==> config.mk <==
export PLATFORM = sky130hd
export DESIGN_NAME = multicycle_control_unit
export DESIGN_NICKNAME = d
export VERILOG_FILES = /design/src/rtl/mcrisc_pkg.sv /design/src/rtl/mcrisc_decoder.sv /design/src/rtl/multicycle_control_unit.sv
export SDC_FILE = /design/constraint.sdc
export NUM_CORES = 1
export LEC_CHECK = 0
export BUFFER_PORTS_ARGS = -buffer_cell sky130_fd_sc_hd__buf_2
export CAP_MARGIN = 20
export CORE_ASPECT_RATIO = 0.6
export CORE_UTILIZATION = 50
export DETAILED_ROUTE_END_ITERATION = 12
export GPL_TIMING_DRIVEN = 0
export PLACE_DENSITY_LB_ADDON = 0.1
export SYNTH_ARGS = -nofsm -noshare
export SYNTH_HDL_FRONTEND = slang
export SYNTH_HIERARCHICAL = 1
export SYNTH_SLANG_ARGS = --single-unit
==> constraint.sdc <==
create_clock -name clk -period 3.4 [get_ports clk]
set_clock_uncertainty 0.1 [all_clocks]
set_input_delay 0.68 -clock clk [delete_from_list [all_inputs] [get_ports clk]]
set_output_delay 0.68 -clock clk [all_outputs]
set_load 0.01 [all_outputs]
==> src/rtl/mcrisc_pkg.sv <==
// Shared definitions for the multicycle 16-bit RISC: opcodes, FSM states,
// instruction field positions and the decoded control bundle.
package mcrisc_pkg;

    localparam int DATA_W = 16;
    localparam int OPC_W  = 5;

    // Instruction field bit positions
    localparam int OPC_MSB   = 15;
    localparam int OPC_LSB   = 11;
    localparam int RD_MSB    = 10;
    localparam int RD_LSB    = 8;
    localparam int RM_MSB    = 7;
    localparam int RM_LSB    = 5;
    localparam int RN_MSB    = 4;
    localparam int RN_LSB    = 2;
    localparam int IMM5_MSB  = 4;
    localparam int IMM8_MSB  = 7;
    localparam int IMM11_MSB = 10;

    // Opcodes
    localparam logic [OPC_W-1:0] OP_ADD  = 5'b00000;
    localparam logic [OPC_W-1:0] OP_SUB  = 5'b00001;
    localparam logic [OPC_W-1:0] OP_ADDI = 5'b00010;
    localparam logic [OPC_W-1:0] OP_SUBI = 5'b00011;
    localparam logic [OPC_W-1:0] OP_ADC  = 5'b00100;
    localparam logic [OPC_W-1:0] OP_SBC  = 5'b00101;
    localparam logic [OPC_W-1:0] OP_LLI  = 5'b00110;
    localparam logic [OPC_W-1:0] OP_LHI  = 5'b00111;
    localparam logic [OPC_W-1:0] OP_LD   = 5'b01000;
    localparam logic [OPC_W-1:0] OP_ST   = 5'b01001;
    localparam logic [OPC_W-1:0] OP_B    = 5'b01010;
    localparam logic [OPC_W-1:0] OP_BZ   = 5'b01011;
    localparam logic [OPC_W-1:0] OP_BNZ  = 5'b01100;
    localparam logic [OPC_W-1:0] OP_BC   = 5'b01101;
    localparam logic [OPC_W-1:0] OP_HALT = 5'b11111;

    typedef enum logic [2:0] {
        ST_FETCH  = 3'd0,
        ST_DECODE = 3'd1,
        ST_EXEC   = 3'd2,
        ST_MEM    = 3'd3,
        ST_WB     = 3'd4,
        ST_HALT   = 3'd5
    } state_t;

    // Datapath controls plus the class bits the sequencer needs
    typedef struct packed {
        logic oprandB;
        logic li;
        logic aluOp;
        logic flag;
        logic wbResource;
        logic rbResource;
        logic wbSelLi;
        logic isAlu;
        logic isMem;
        logic isStore;
        logic isBranch;
        logic isHalt;
        logic writesPsw;
    } ctrl_t;

    // Sign-extend an 11-bit branch offset to the 16-bit address width
    function automatic logic [DATA_W-1:0] sext11(input logic [IMM11_MSB:0] imm);
        return {{(DATA_W-IMM11_MSB-1){imm[IMM11_MSB]}}, imm};
    endfunction

endpackage

==> src/rtl/mcrisc_decoder.sv <==
// Combinational opcode decoder: maps the 5-bit opcode to datapath controls
// and instruction class bits. Unlisted opcodes decode to all-zero (NOP).
module mcrisc_decoder
    import mcrisc_pkg::*;
(
    input  logic [OPC_W-1:0] i_opcode,
    output ctrl_t            o_ctrl
);

    // Opcode to control bundle; LD/ST select the immediate so Sum = Rm+imm5
    always_comb begin
        o_ctrl = '0;
        case (i_opcode)
            OP_ADD: begin
                o_ctrl.isAlu     = 1'b1;
                o_ctrl.writesPsw = 1'b1;
            end
            OP_SUB: begin
                o_ctrl.aluOp     = 1'b1;
                o_ctrl.isAlu     = 1'b1;
                o_ctrl.writesPsw = 1'b1;
            end
            OP_ADDI: begin
                o_ctrl.oprandB   = 1'b1;
                o_ctrl.isAlu     = 1'b1;
                o_ctrl.writesPsw = 1'b1;
            end
            OP_SUBI: begin
                o_ctrl.oprandB   = 1'b1;
                o_ctrl.aluOp     = 1'b1;
                o_ctrl.isAlu     = 1'b1;
                o_ctrl.writesPsw = 1'b1;
            end
            OP_ADC: begin
                o_ctrl.flag      = 1'b1;
                o_ctrl.isAlu     = 1'b1;
                o_ctrl.writesPsw = 1'b1;
            end
            OP_SBC: begin
                o_ctrl.flag      = 1'b1;
                o_ctrl.aluOp     = 1'b1;
                o_ctrl.isAlu     = 1'b1;
                o_ctrl.writesPsw = 1'b1;
            end
            OP_LLI: begin
                o_ctrl.wbSelLi = 1'b1;
                o_ctrl.isAlu   = 1'b1;
            end
            OP_LHI: begin
                o_ctrl.li         = 1'b1;
                o_ctrl.rbResource = 1'b1;
                o_ctrl.wbSelLi    = 1'b1;
                o_ctrl.isAlu      = 1'b1;
            end
            OP_LD: begin
                o_ctrl.oprandB    = 1'b1;
                o_ctrl.wbResource = 1'b1;
                o_ctrl.isMem      = 1'b1;
            end
            OP_ST: begin
                o_ctrl.oprandB    = 1'b1;
                o_ctrl.rbResource = 1'b1;
                o_ctrl.isMem      = 1'b1;
                o_ctrl.isStore    = 1'b1;
            end
            OP_B, OP_BZ, OP_BNZ, OP_BC: begin
                o_ctrl.isBranch = 1'b1;
            end
            OP_HALT: begin
                o_ctrl.isHalt = 1'b1;
            end
            default: begin
                o_ctrl = '0;
            end
        endcase
    end

endmodule

==> src/rtl/multicycle_control_unit.sv <==
// Control FSM, program counter and PSW for the multicycle 16-bit RISC.
// Every output is registered and reflects the state being entered.
module multicycle_control_unit
    import mcrisc_pkg::*;
(
    input  logic              clk,
    input  logic              Reset,
    input  logic [DATA_W-1:0] mem_rdata,
    input  logic              mem_ready,
    input  logic              C,
    input  logic              Z,
    input  logic              N,
    output logic              mem_req,
    output logic              mem_we,
    output logic              mem_addr_sel,
    output logic [DATA_W-1:0] PC,
    output logic [10:0]       Ins,
    output logic              WBRF,
    output logic              WBresource,
    output logic              RBresource,
    output logic              OprandB,
    output logic              LI,
    output logic              ALUop,
    output logic              Flag,
    output logic              WBsel_LI,
    output logic              PSW_C,
    output logic              PSW_Z,
    output logic              PSW_N,
    output logic              halted
);

    state_t            r_state;
    logic              r_memReq;
    logic              r_memWe;
    logic              r_addrSel;
    logic              r_wbrf;
    logic              r_halted;
    logic [DATA_W-1:0] r_pc;
    logic [DATA_W-1:0] r_ir;
    ctrl_t             r_ctrl;
    logic              r_pswC;
    logic              r_pswZ;
    logic              r_pswN;

    state_t            w_nextState;
    ctrl_t             w_ctrlIn;
    logic [OPC_W-1:0]  w_opcode;
    logic              w_memDone;
    logic              w_loadIr;
    logic              w_takeBranch;
    logic              w_latchPsw;
    logic              w_branchCond;
    logic              w_nextMemReq;
    logic              w_nextMemWe;
    logic              w_nextAddrSel;
    logic              w_nextWbrf;
    logic              w_nextHalted;
    logic [DATA_W-1:0] w_branchTarget;

    // Decode the word on the memory bus so controls are ready on DECODE entry
    mcrisc_decoder u_decoder (
        .i_opcode (mem_rdata[OPC_MSB:OPC_LSB]),
        .o_ctrl   (w_ctrlIn)
    );

    assign w_opcode       = r_ir[OPC_MSB:OPC_LSB];
    assign w_memDone      = r_memReq && mem_ready;
    assign w_branchTarget = r_pc + sext11(r_ir[IMM11_MSB:0]);

    // Branch condition evaluated against the latched PSW
    always_comb begin
        w_branchCond = 1'b0;
        case (w_opcode)
            OP_B:    w_branchCond = 1'b1;
            OP_BZ:   w_branchCond = r_pswZ;
            OP_BNZ:  w_branchCond = !r_pswZ;
            OP_BC:   w_branchCond = r_pswC;
            default: w_branchCond = 1'b0;
        endcase
    end

    // Next-state logic and the registered outputs for the state being entered
    always_comb begin
        w_nextState  = r_state;
        w_loadIr     = 1'b0;
        w_takeBranch = 1'b0;
        w_latchPsw   = 1'b0;
        case (r_state)
            ST_FETCH: begin
                if (w_memDone) begin
                    w_loadIr    = 1'b1;
                    w_nextState = ST_DECODE;
                end
            end
            ST_DECODE: begin
                if (r_ctrl.isBranch) begin
                    w_takeBranch = w_branchCond;
                    w_nextState  = ST_FETCH;
                end else if (r_ctrl.isHalt) begin
                    w_nextState = ST_HALT;
                end else if (r_ctrl.isAlu || r_ctrl.isMem) begin
                    w_nextState = ST_EXEC;
                end else begin
                    w_nextState = ST_FETCH;
                end
            end
            ST_EXEC: begin
                w_latchPsw  = r_ctrl.writesPsw;
                w_nextState = r_ctrl.isMem ? ST_MEM : ST_WB;
            end
            ST_MEM: begin
                if (w_memDone) begin
                    w_nextState = r_ctrl.isStore ? ST_FETCH : ST_WB;
                end
            end
            ST_WB: begin
                w_nextState = ST_FETCH;
            end
            ST_HALT: begin
                w_nextState = ST_HALT;
            end
            default: begin
                w_nextState = ST_FETCH;
            end
        endcase

        w_nextMemReq  = (w_nextState == ST_FETCH) || (w_nextState == ST_MEM);
        w_nextAddrSel = (w_nextState == ST_MEM);
        w_nextMemWe   = (w_nextState == ST_MEM) && r_ctrl.isStore;
        w_nextWbrf    = (w_nextState == ST_WB);
        w_nextHalted  = (w_nextState == ST_HALT);
    end

    // State register
    always_ff @(posedge clk or negedge Reset) begin
        if (!Reset) begin
            r_state <= ST_FETCH;
        end else begin
            r_state <= w_nextState;
        end
    end

    // Registered outputs, IR/controls capture, PC and PSW updates
    always_ff @(posedge clk or negedge Reset) begin
        if (!Reset) begin
            r_memReq  <= 1'b0;
            r_memWe   <= 1'b0;
            r_addrSel <= 1'b0;
            r_wbrf    <= 1'b0;
            r_halted  <= 1'b0;
            r_pc      <= '0;
            r_ir      <= '0;
            r_ctrl    <= '0;
            r_pswC    <= 1'b0;
            r_pswZ    <= 1'b0;
            r_pswN    <= 1'b0;
        end else begin
            r_memReq  <= w_nextMemReq;
            r_memWe   <= w_nextMemWe;
            r_addrSel <= w_nextAddrSel;
            r_wbrf    <= w_nextWbrf;
            r_halted  <= w_nextHalted;
            if (w_loadIr) begin
                r_ir   <= mem_rdata;
                r_ctrl <= w_ctrlIn;
                r_pc   <= r_pc + 16'd1;
            end else if (w_takeBranch) begin
                r_pc <= w_branchTarget;
            end
            if (w_latchPsw) begin
                r_pswC <= C;
                r_pswZ <= Z;
                r_pswN <= N;
            end
        end
    end

    assign mem_req      = r_memReq;
    assign mem_we       = r_memWe;
    assign mem_addr_sel = r_addrSel;
    assign PC           = r_pc;
    assign Ins          = r_ir[IMM11_MSB:0];
    assign WBRF         = r_wbrf;
    assign WBresource   = r_ctrl.wbResource;
    assign RBresource   = r_ctrl.rbResource;
    assign OprandB      = r_ctrl.oprandB;
    assign LI           = r_ctrl.li;
    assign ALUop        = r_ctrl.aluOp;
    assign Flag         = r_ctrl.flag;
    assign WBsel_LI     = r_ctrl.wbSelLi;
    assign PSW_C        = r_pswC;
    assign PSW_Z        = r_pswZ;
    assign PSW_N        = r_pswN;
    assign halted       = r_halted;

endmodule

# After elaboration in Yosys (flattened, before gate mapping)
# Index checks and enable logic that the tools add are counted.
# W data, S select, Z words.
[totals] in_bits=22 out_inout_bits=42 wordCells=98 ff_bits=56
[op_classes] n_addsub=2 muxes=29 n_reduce_logical=18 n_eq_ne=25
[op_table] op="$eq A5 B4 Y1 const B" count=10
[op_table] op="$mux W16" count=2
[op_table] op="$eq A5 B3 Y1 const B" count=4
[op_table] op="$mux W1" count=18
[op_table] op="$mux W3" count=6
[op_table] op="$add A16 B1 Y16 const B" count=1
[op_table] op="$add A16 B16 Y16" count=1
[op_table] op="$pmux W3 S5" count=1
[op_table] op="$eq A5 B2 Y1 const B" count=2
[op_table] op="$eq A3 B2 Y1 const B" count=3
[op_table] op="$eq A3 B3 Y1 const B" count=3
[op_table] op="$reduce_or A2 Y1" count=4
[op_table] op="$reduce_or A4 Y1" count=2
[op_table] op="$reduce_or A8 Y1" count=1
[op_table] op="$logic_not A3 Y1" count=2
[op_table] op="$reduce_or A6 Y1" count=1
[op_table] op="$eq A5 B1 Y1 const B" count=1
[op_table] op="$eq A5 B5 Y1 const B" count=1
[op_table] op="$logic_not A5 Y1" count=1
[op_table] op="$pmux W1 S4" count=1
[op_table] op="$eq A3 B1 Y1 const B" count=1
[op_table] op="$reduce_or A3 Y1" count=1
[op_table] op="$logic_and A1 B1 Y1" count=2
[op_table] op="$logic_or A1 B1 Y1" count=2
[op_table] op="other kinds (3)" count=3

# Longest topological paths before layout
# Gate-level depths: netlist of the first run.
[depth] depth_word=7 mapped_depth=12 ltp_nobuf=11

# By module
# Netlist of the first run, hierarchy kept.
[by_module_without_submodules] mod="multicycle_control_unit" instances=1 area_each_um2=2941.6 cells_each=297 seq_area_each_um2=1401.3
[by_module_without_submodules] mod="mcrisc_decoder" instances=1 area_each_um2=176.4 cells_each=24 seq_area_each_um2=0.0

# Least setup slack after synthesis of the first run
# OpenSTA, ideal clock, no wires.
[synth_timing] path_kind="input -> register" from="in mem_ready" to="reg r_pc[15], in the netlist PC[15]" n_path_buf=1 setup_slack_ns=-0.250 stages=11 required_time_ns=3.205 arrival_ns=3.454 setup_ns=0.095 path_cell_list="nand2_1 -> or4_1 -> clkbuf_1 -> and2_1 -> ha_1 -> a21o_1 -> and4_1 -> o2111a_1 -> nor3_1 -> mux2_2 -> o31ai_1"
[synth_between] elab_chain_cells=4 elab_cells_between_ends=5 classes_between="3 x mux; 2 x reduce/logical"
[synth_lines] item="start, declared" line="multicycle_control_unit.sv:9" source="input logic mem_ready,"
[synth_lines] item="$logic_and A1 B1 Y1 *" line="multicycle_control_unit.sv:67" source="assign w_memDone = r_memReq && mem_ready;"
[synth_lines] item="$mux W1 *" line="multicycle_control_unit.sv:90" source="if (w_memDone) begin"
[synth_lines] item="$mux W1 *" line="multicycle_control_unit.sv:88" source="case (r_state)"
[synth_lines] item="$mux W16 / $reduce_bool A2 Y1 (equally long branches)"
[synth_lines] item="end signal, assigned" line="multicycle_control_unit.sv:166" source="r_pc <= r_pc + 16'd1;"
[synth_lines] item="end signal, assigned" line="multicycle_control_unit.sv:168" source="r_pc <= w_branchTarget;"
[synth_lines] item="end, declared" line="multicycle_control_unit.sv:38" source="logic [DATA_W-1:0] r_pc;"
# Mark *: on every way between the ends. The rest lies on a longest branch, timed or not.
# A chain may end at the register's enable or synchronous reset.

# Worst setup path after layout of the first run
[layout_timing] from="reg r_state[0]" to="reg r_pc[15], in the netlist PC[15]"
[layout_between] elab_chain_cells=3 elab_cells_between_ends=6 classes_between="1 x eq/ne; 3 x mux; 2 x reduce/logical"
[layout_lines] item="start, declared" line="multicycle_control_unit.sv:32" source="state_t r_state;"
[layout_lines] item="start signal, assigned" line="multicycle_control_unit.sv:139" source="r_state <= w_nextState;"
[layout_lines] item="$eq A3 B1 Y1 / $logic_not A3 Y1 (equally long branches)" line="multicycle_control_unit.sv:88"
[layout_lines] item="$mux W1" line="multicycle_control_unit.sv:88"
[layout_lines] item="$reduce_bool A2 Y1 (no line) / $mux W16 (equally long branches)"
# Several ways; a longest one is shown, not always the timed one.

==> results of run 1 <==
-- layer usage --
layer	vias to the layer above	part of all wire [%]	global-route usage (%)
met5	-	0	0
li1	1249	-	-
met3	7	8.0	4.04
met1	1193	52	37.1
met2	94	38	32.3
met4	0	1.0	6.43
-- metrics by stage --
step                      hold WS [ns]  cells
after floorplan                  0.284    321
after global placement           0.352    464
after detailed placement         0.358    465
after CTS                        0.265    473
after global routing             0.275    476
final                            0.248    476
-- cells in the final DEF, fill, tap and decap left out, drive strengths merged, types with 3 or more instances in the layout --
| cell | instances |
|---|---|
| nor4 | 3 |
| nor3 | 4 |
| dfrtp | 56 |
| nor3b | 7 |
| buf | 85 |
| xor2 | 3 |
| a21o | 13 |
| and2 | 13 |
| or3b | 3 |
| nand3 | 4 |
| o41ai | 3 |
| nand2 | 73 |
| nor4b | 5 |
| clkbuf | 12 |
| ha | 10 |
| mux2i | 5 |
| mux2 | 6 |
| nor2 | 11 |
| inv | 3 |
| nand2b | 6 |
| o21ai | 14 |
| nor2b | 4 |
| and3 | 3 |
| or3 | 3 |
| a21oi | 11 |
| xnor2 | 9 |
-- power groups by stage --
stage / logic, µW / registers, µW / clock network (µW)
6_report: 2040 / 1140 / 433
5_1_grt: 2260 / 1180 / 471
4_1_cts: 1960 / 1130 / 445
3_5_place_dp: 1930 / 1140 / 0
3_3_place_gp: 1880 / 1130 / 0
2_1_floorplan: 1370 / 1160 / 0
-- critical path, delay by kind of cell, from the launching register on --
family	cells	cell delay, ns
muxes	1	0.32
adders and majority gates	1	0.33
and+or+nand+nor	4	1.08
AOI/OAI and AO/OA	3	0.70
buffers and inverters	2	0.33
DFF	1	0.37
-- how the worst max path moves through the flow --
| stage | from | to | slack (ns) | depth (start not counted) |
|---|---|---|---|---|
| after floorplan | mem_ready | PC[15]$_DFFE_PN0P_ | 0.005 | 11 |
| after global placement | mem_ready | PC[12]$_DFFE_PN0P_ | -0.47 | 13 |
| after detailed placement | mem_ready | PC[12]$_DFFE_PN0P_ | -0.49 | 13 |
| after CTS | mem_ready | PC[15]$_DFFE_PN0P_ | 0.02 | 12 |
| after global routing | r_state[0]$_DFF_PN0_ | PC[15]$_DFFE_PN0P_ | -0.06 | 11 |
| final | r_state[0]$_DFF_PN0_ | PC[15]$_DFFE_PN0P_ | 0.08 | 11 |
-- cells in the mapped netlist (3+ instances only) --
cell type / instances
inv_1: 3
nor2_1: 11
nor3b_1: 7
nor4_1: 3
o21ai_1: 7
xnor2_1: 9
nor3_1: 3
xor2_1: 3
mux2i_1: 5
nand3_1: 4
mux2_2: 6
dfrtp_1: 56
o21ai_0: 6
and2_1: 13
a21oi_1: 11
nand2_1: 73
a21o_1: 13
ha_1: 10
clkbuf_1: 7
nor4b_1: 3
nand2b_1: 6
buf_4: 14
nor2b_1: 4
-- area by class of cell --
type | instances | share of cell area, %
clock inverter | 2 | 0.933
buffer | 24 | 4.57
timing repair buffer | 67 | 9.87
tap | 80 | 2.67
sequential | 56 | 37.4
inverter | 3 | 0.300
multi-input combinational | 238 | 42.4
clock buffer | 6 | 1.93
-- logic make-up (layout without fill, tap and decap cells) --
group	Yosys count	count (layout)	share of synthesized area, %
AND/OR/NAND/NOR	145	145	24.2
XOR/XNOR	12	12	3.37
AO/OA/AOI/OAI	59	59	13.6
buffers and inverters	27	102	5.46
multiplexers	11	11	3.77
flip-flops	56	56	44.9
adder cells (fa/ha/maj)	11	11	4.65
-- flip-flops by register name (all words and copies together), names as in the netlist, 3 cells and up --
signal	cells
r_state	3
r_ir	16
PC	16
r_ctrl	6
-- repair_timing --
action | 4_1_cts | 5_1_grt
buffers inserted | 0 | 3
hold endpoints to repair | 0 | 0
gates cloned | 0 | 0
gates resized for setup | 3 | 5
setup endpoints to repair | 4 | 5
pin swaps | 2 | 4
hold buffers | 0 | 0
==> qor.txt, run 1 <==
Outcome: complete, no violations
Nets@finish: 428
DIE WIDTH: 104 µm
Routed via count: 2543
Max clock buf depth: 2
RR Endpoint: PC[15]$_DFFE_PN0P_
Critical Path AT: 3.45 ns
CTS Sinks: 56
Total Wirelength: 7.04 mm
Pleak: 0.00197 µW
Syn Inst Count: 321
Layout cell share with drive strength beyond 1: 30.6%
Slew margin rel.: 48.5%
Maximum vdd drop: 0.410 mV
Gr usage total: 23.4%
Global-route wire length before repair: 12.0 mm
Pint: 2100 µW
Sw Share: 41.8%
Power share of the combinational group: 56.5%
Tot Pwr: 3610 µW
Max Fanout on Critical Path: 10
Clk slew on worst S/H paths: 0.10 ns
Max Slew Vio Count: 0
Pwr dens: 963 nW/µm²
Worst hold path class: in -> async
Reg2reg setup slack: 0.08 ns
Synthesized area per cell: 9.71 µm²
Total grt overflow: 0
Area of the core: 5780 µm²
H-tree Lvls: 2
Crit path cell chain: buf_4 -> or4_4 -> buf_8 -> and2_1 -> ha_1 -> a21oi_1 -> nand2_1 -> o2111a_2 -> nor3_4 -> mux2_4 -> o31ai_1
Vias per cell: 5.34
Flop pwr share: 31.5%
Register area share after synthesis: 44.9%
Layout Utilization: 64.9%
Fmax: 0.301 GHz
Routability cong.: 0.816
N_diodes: 0
Synthesized Nets: 354
Crit-path max cell delay: 0.54 ns
Asr flop ratio synth: 100%
Port Buffers: 63
Top post-synthesis cells by area: dfrtp_1, nand2_1, ha_1, buf_4, a21o_1
Worst slew pin tran: 0.764 ns
ANT nets after route: 0
I/O pins: 64
Synth warn: 6
Initial Util: 53.9%
Reg2reg start: r_state[0]$_DFF_PN0_
R2R depth: 11
Fin area: 3750 µm²
CTS Buf Count: 5
Routed WL per cell: 14.8 µm
Initial antenna violation count: 0
Clock power frac: 12.0%
HPWL after detailed placement: 5.23 mm
Setup TNS: 0 ns
Final Critical Period: 3.32 ns
Area of the multi-input gates: 1590 µm²
Synth top area share: 44.9%
Area Growth Syn to Fin: 20.4%
# rows: 21
Worst Setup Start Kind: flip-flop
Slowest-stage cell, CP: or4_4
Synth Register Bits: 56
Clock Latency Late Sink: 0.31 ns
Worst setup margin: 0.0799 ns
Sw power: 1510 µW
Filler Cells Inserted: 501
FF/Latch Area: 1400 µm²
Hold Fails Final Rpt: 0
Die height: 63.2 µm
Crit. End Element: flip-flop
Post-synth EDFFs: 0
Synth Cell Area: 3120 µm²
DP Area: 3590 µm²
DRT Pass-1 Iters: 4
Initial DRC Count: 134
Pin count of the biggest net entering global routing: 35
Die ar.: 6570 µm²
Critical Path RT: 3.53 ns
Dpl ws: -0.489 ns
# setup viols final: 0
Period Utilization, post-route: 97.6%
TritonCTS clock tree: done
Root buffer cell: clkbuf_8
Number of global-route vias before repair: 2419
DRC: 0
Synth area leader: dfrtp_1
Synth cell types: 56
Kind of critical path: reg -> reg
Most used DFF post-synth: dfrtp_1
Max Cap Viol: 0
Power figures use the tool's default switching activity.
==> run 2: changes to the inputs <==
Settings changed: ABC_AREA set to 1.
==> qor.txt, run 2 <==
Outcome: complete, no violations
Final Critical Period: 3.07 ns
Routability cong.: 0.853
Initial Util: 52.0%
# setup viols final: 0
Crit path cell chain: buf_2 -> nand2_1 -> nor2_2 -> nand2_4 -> buf_12 -> clkbuf_1 -> nand2_1 -> inv_1 -> ha_1 -> nand2_1 -> nand2_1 -> nand2_1 -> nand2_1 -> a21oi_1 -> nor2_1 -> or3_1 -> nand3_1 -> nand2_1
Top-count cell post-synth: nand2_1
Synthesized area per cell: 7.72 µm²
Synth warn: 6
Total Wirelength: 7.19 mm
N_diodes: 0
Cell family with most CP delay: simple AND/OR/NAND/NOR gates
Initial antenna violation count: 0
R2R depth: 17
Port Buffers: 63
Max Cap Viol: 0
Pleak: 0.00217 µW
Global-route wire length before repair: 12.3 mm
Synth cell types: 37
Register area share after synthesis: 43.9%
FF/Latch Area: 1400 µm²
Slew margin rel.: 60.1%
Routed WL per cell: 12.6 µm
Routed via count: 2801
Most used DFF post-synth: dfrtp_1
Setup TNS: 0 ns
Post-CTS Resized: 0
Area of the core: 6140 µm²
DIE WIDTH: 105 µm
Clock Latency Late Sink: 0.32 ns
DRC: 0
Asr flop ratio synth: 100%
Crit. End Element: flip-flop
Area Growth Syn to Fin: 17.6%
Pwr dens: 998 nW/µm²
Tot Pwr: 3740 µW
CTS Buf Count: 5
Vias per cell: 4.92
Worst Setup Start Kind: input pin
Critical Path RT: 3.52 ns
Setup Fix Bufs, Post-CTS: 0
WHS: 0.254 ns
Most instantiated cells after synthesis: nand2_1, dfrtp_1, inv_1
Maximum vdd drop: 0.472 mV
Period Utilization, post-route: 90.2%
Pin count of the biggest net entering global routing: 33
Die height: 63.9 µm
Most frequent cells in the layout: nand2_1, buf_2, dfrtp_1, inv_1, nand3_1
Critical Path AT: 3.18 ns
RR Endpoint: PC[8]$_DFFE_PN0P_
Worst setup margin: 0.334 ns
Area of the multi-input gates: 1470 µm²
Number of stages on the worst setup path: 18
Root buffer cell: clkbuf_8
Synthesized Nets: 446
Post-synth EDFFs: 0
DRT Pass-1 Iters: 4
Crit-path max cell delay: 0.41 ns
Top post-synthesis cells by area: dfrtp_1, nand2_1, inv_1, ha_1, nand3_1
Worst hold path class: in -> async
Synth Register Bits: 56
Clk slew on worst S/H paths: 0.11 ns
Synth area leader: dfrtp_1
TritonCTS clock tree: done
ANT nets after route: 0
Slowest-stage cell, CP: clkbuf_1
Number of global-route vias before repair: 2543
Worst slew pin tran: 0.598 ns
Nets@finish: 517
CTS Sinks: 56
Reg2reg setup slack: 0.40 ns
CTS Hold Bufs: 0
Dpl ws: 0.0211 ns
I/O pins: 64
Hold Fails Final Rpt: 0
Reg2reg start: mem_req$_DFF_PN0_
Layout cell share with drive strength beyond 1: 24.1%
Synth Cell Area: 3190 µm²
Gr usage total: 23.7%
Fmax: 0.326 GHz
H-tree Lvls: 2
Kind of critical path: in -> reg
Filler Cells Inserted: 608
Initial DRC Count: 156
Worst Path Buf+Inv: 4
Max clock buf depth: 2
Max Slew Vio Count: 0
Max Fanout on Critical Path: 10
CP most frequent cell: nand2_1
Commonest non-fill, non-tap cell in the layout: nand2_1
Total grt overflow: 0
# rows: 22
Syn Inst Count: 413
Die ar.: 6710 µm²
Synth top area share: 43.9%
RSZ-0062 raised after global routing: no
HPWL after detailed placement: 5.52 mm
[run 2: worst reg2reg max path: stages (launching register included)]
cell      delay (ns)
dfrtp_1         0.38
nand2_1         0.14
nor2_2          0.07
nand2_4         0.10
buf_12          0.13
clkbuf_1        0.41
nand2_1         0.15
inv_1           0.09
ha_1            0.28
nand2_1         0.08
nand2_1         0.06
nand2_1         0.06
nand2_1         0.06
a21oi_1         0.27
nor2_1          0.09
or3_1           0.31
nand3_1         0.07
nand2_1         0.05
[run 2: kinds of logic after synthesis]
logic type / count (synthesis) / share of synthesized area (%)
simple gates: 228 / 31.3
buf+inv: 68 / 9.89
flops: 56 / 43.9
compound gates: 37 / 6.55
fa+ha+maj: 11 / 4.55
xor+xnor: 10 / 2.75
mux: 3 / 1.06
[run 2: worst max path at each step]
stage	start	end	slack (ns)
after global routing	mem_ready	PC[8]$_DFFE_PN0P_	0.02
after floorplan	mem_ready	PC[8]$_DFFE_PN0P_	0.60
after global placement	mem_ready	PC[8]$_DFFE_PN0P_	0.02
after detailed placement	mem_ready	PC[8]$_DFFE_PN0P_	0.02
after CTS	mem_ready	PC[8]$_DFFE_PN0P_	0.35
final	mem_ready	PC[8]$_DFFE_PN0P_	0.33
[run 2: power breakdown]
group	total, µW	switching [µW]	internal, µW
clock network	472	231	241
registers	1170	229	945
logic	2100	1250	844
total	3740	1710	2030
[run 2: area by class of cell]
class | count | share of cell area (%)
Buffer | 19 | 3.50
Inverter | 49 | 4.90
Tap cell | 84 | 2.80
Clock inverter | 2 | 1.03
Multi-Input combinational cell | 289 | 39.3
Timing Repair Buffer | 64 | 8.94
Clock buffer | 6 | 2.20
Sequential cell | 56 | 37.4
[run 2: routing by layer]
metal | GRT usage (%) | wire, µm | part of all wire [%] | vias to the layer above
met1 | 36.4 | 3760 | 52 | 1275
met2 | 32.3 | 2820 | 39 | 92
met3 | 6.02 | 506 | 7.0 | 11
li1 | - | - | - | 1423
met5 | 0 | 0 | 0 | -
met4 | 7.22 | 98 | 1.4 | 0
[run 2: metrics by stage]
stage                     instance area, µm²  std cells  util [%]
after detailed placement                3630        561      59.1
final                                   3750        569      61.1
after global routing                    3750        569      61.1
after CTS                               3750        569      61.1
after global placement                  3610        560      58.8
after floorplan                         3190        413         -
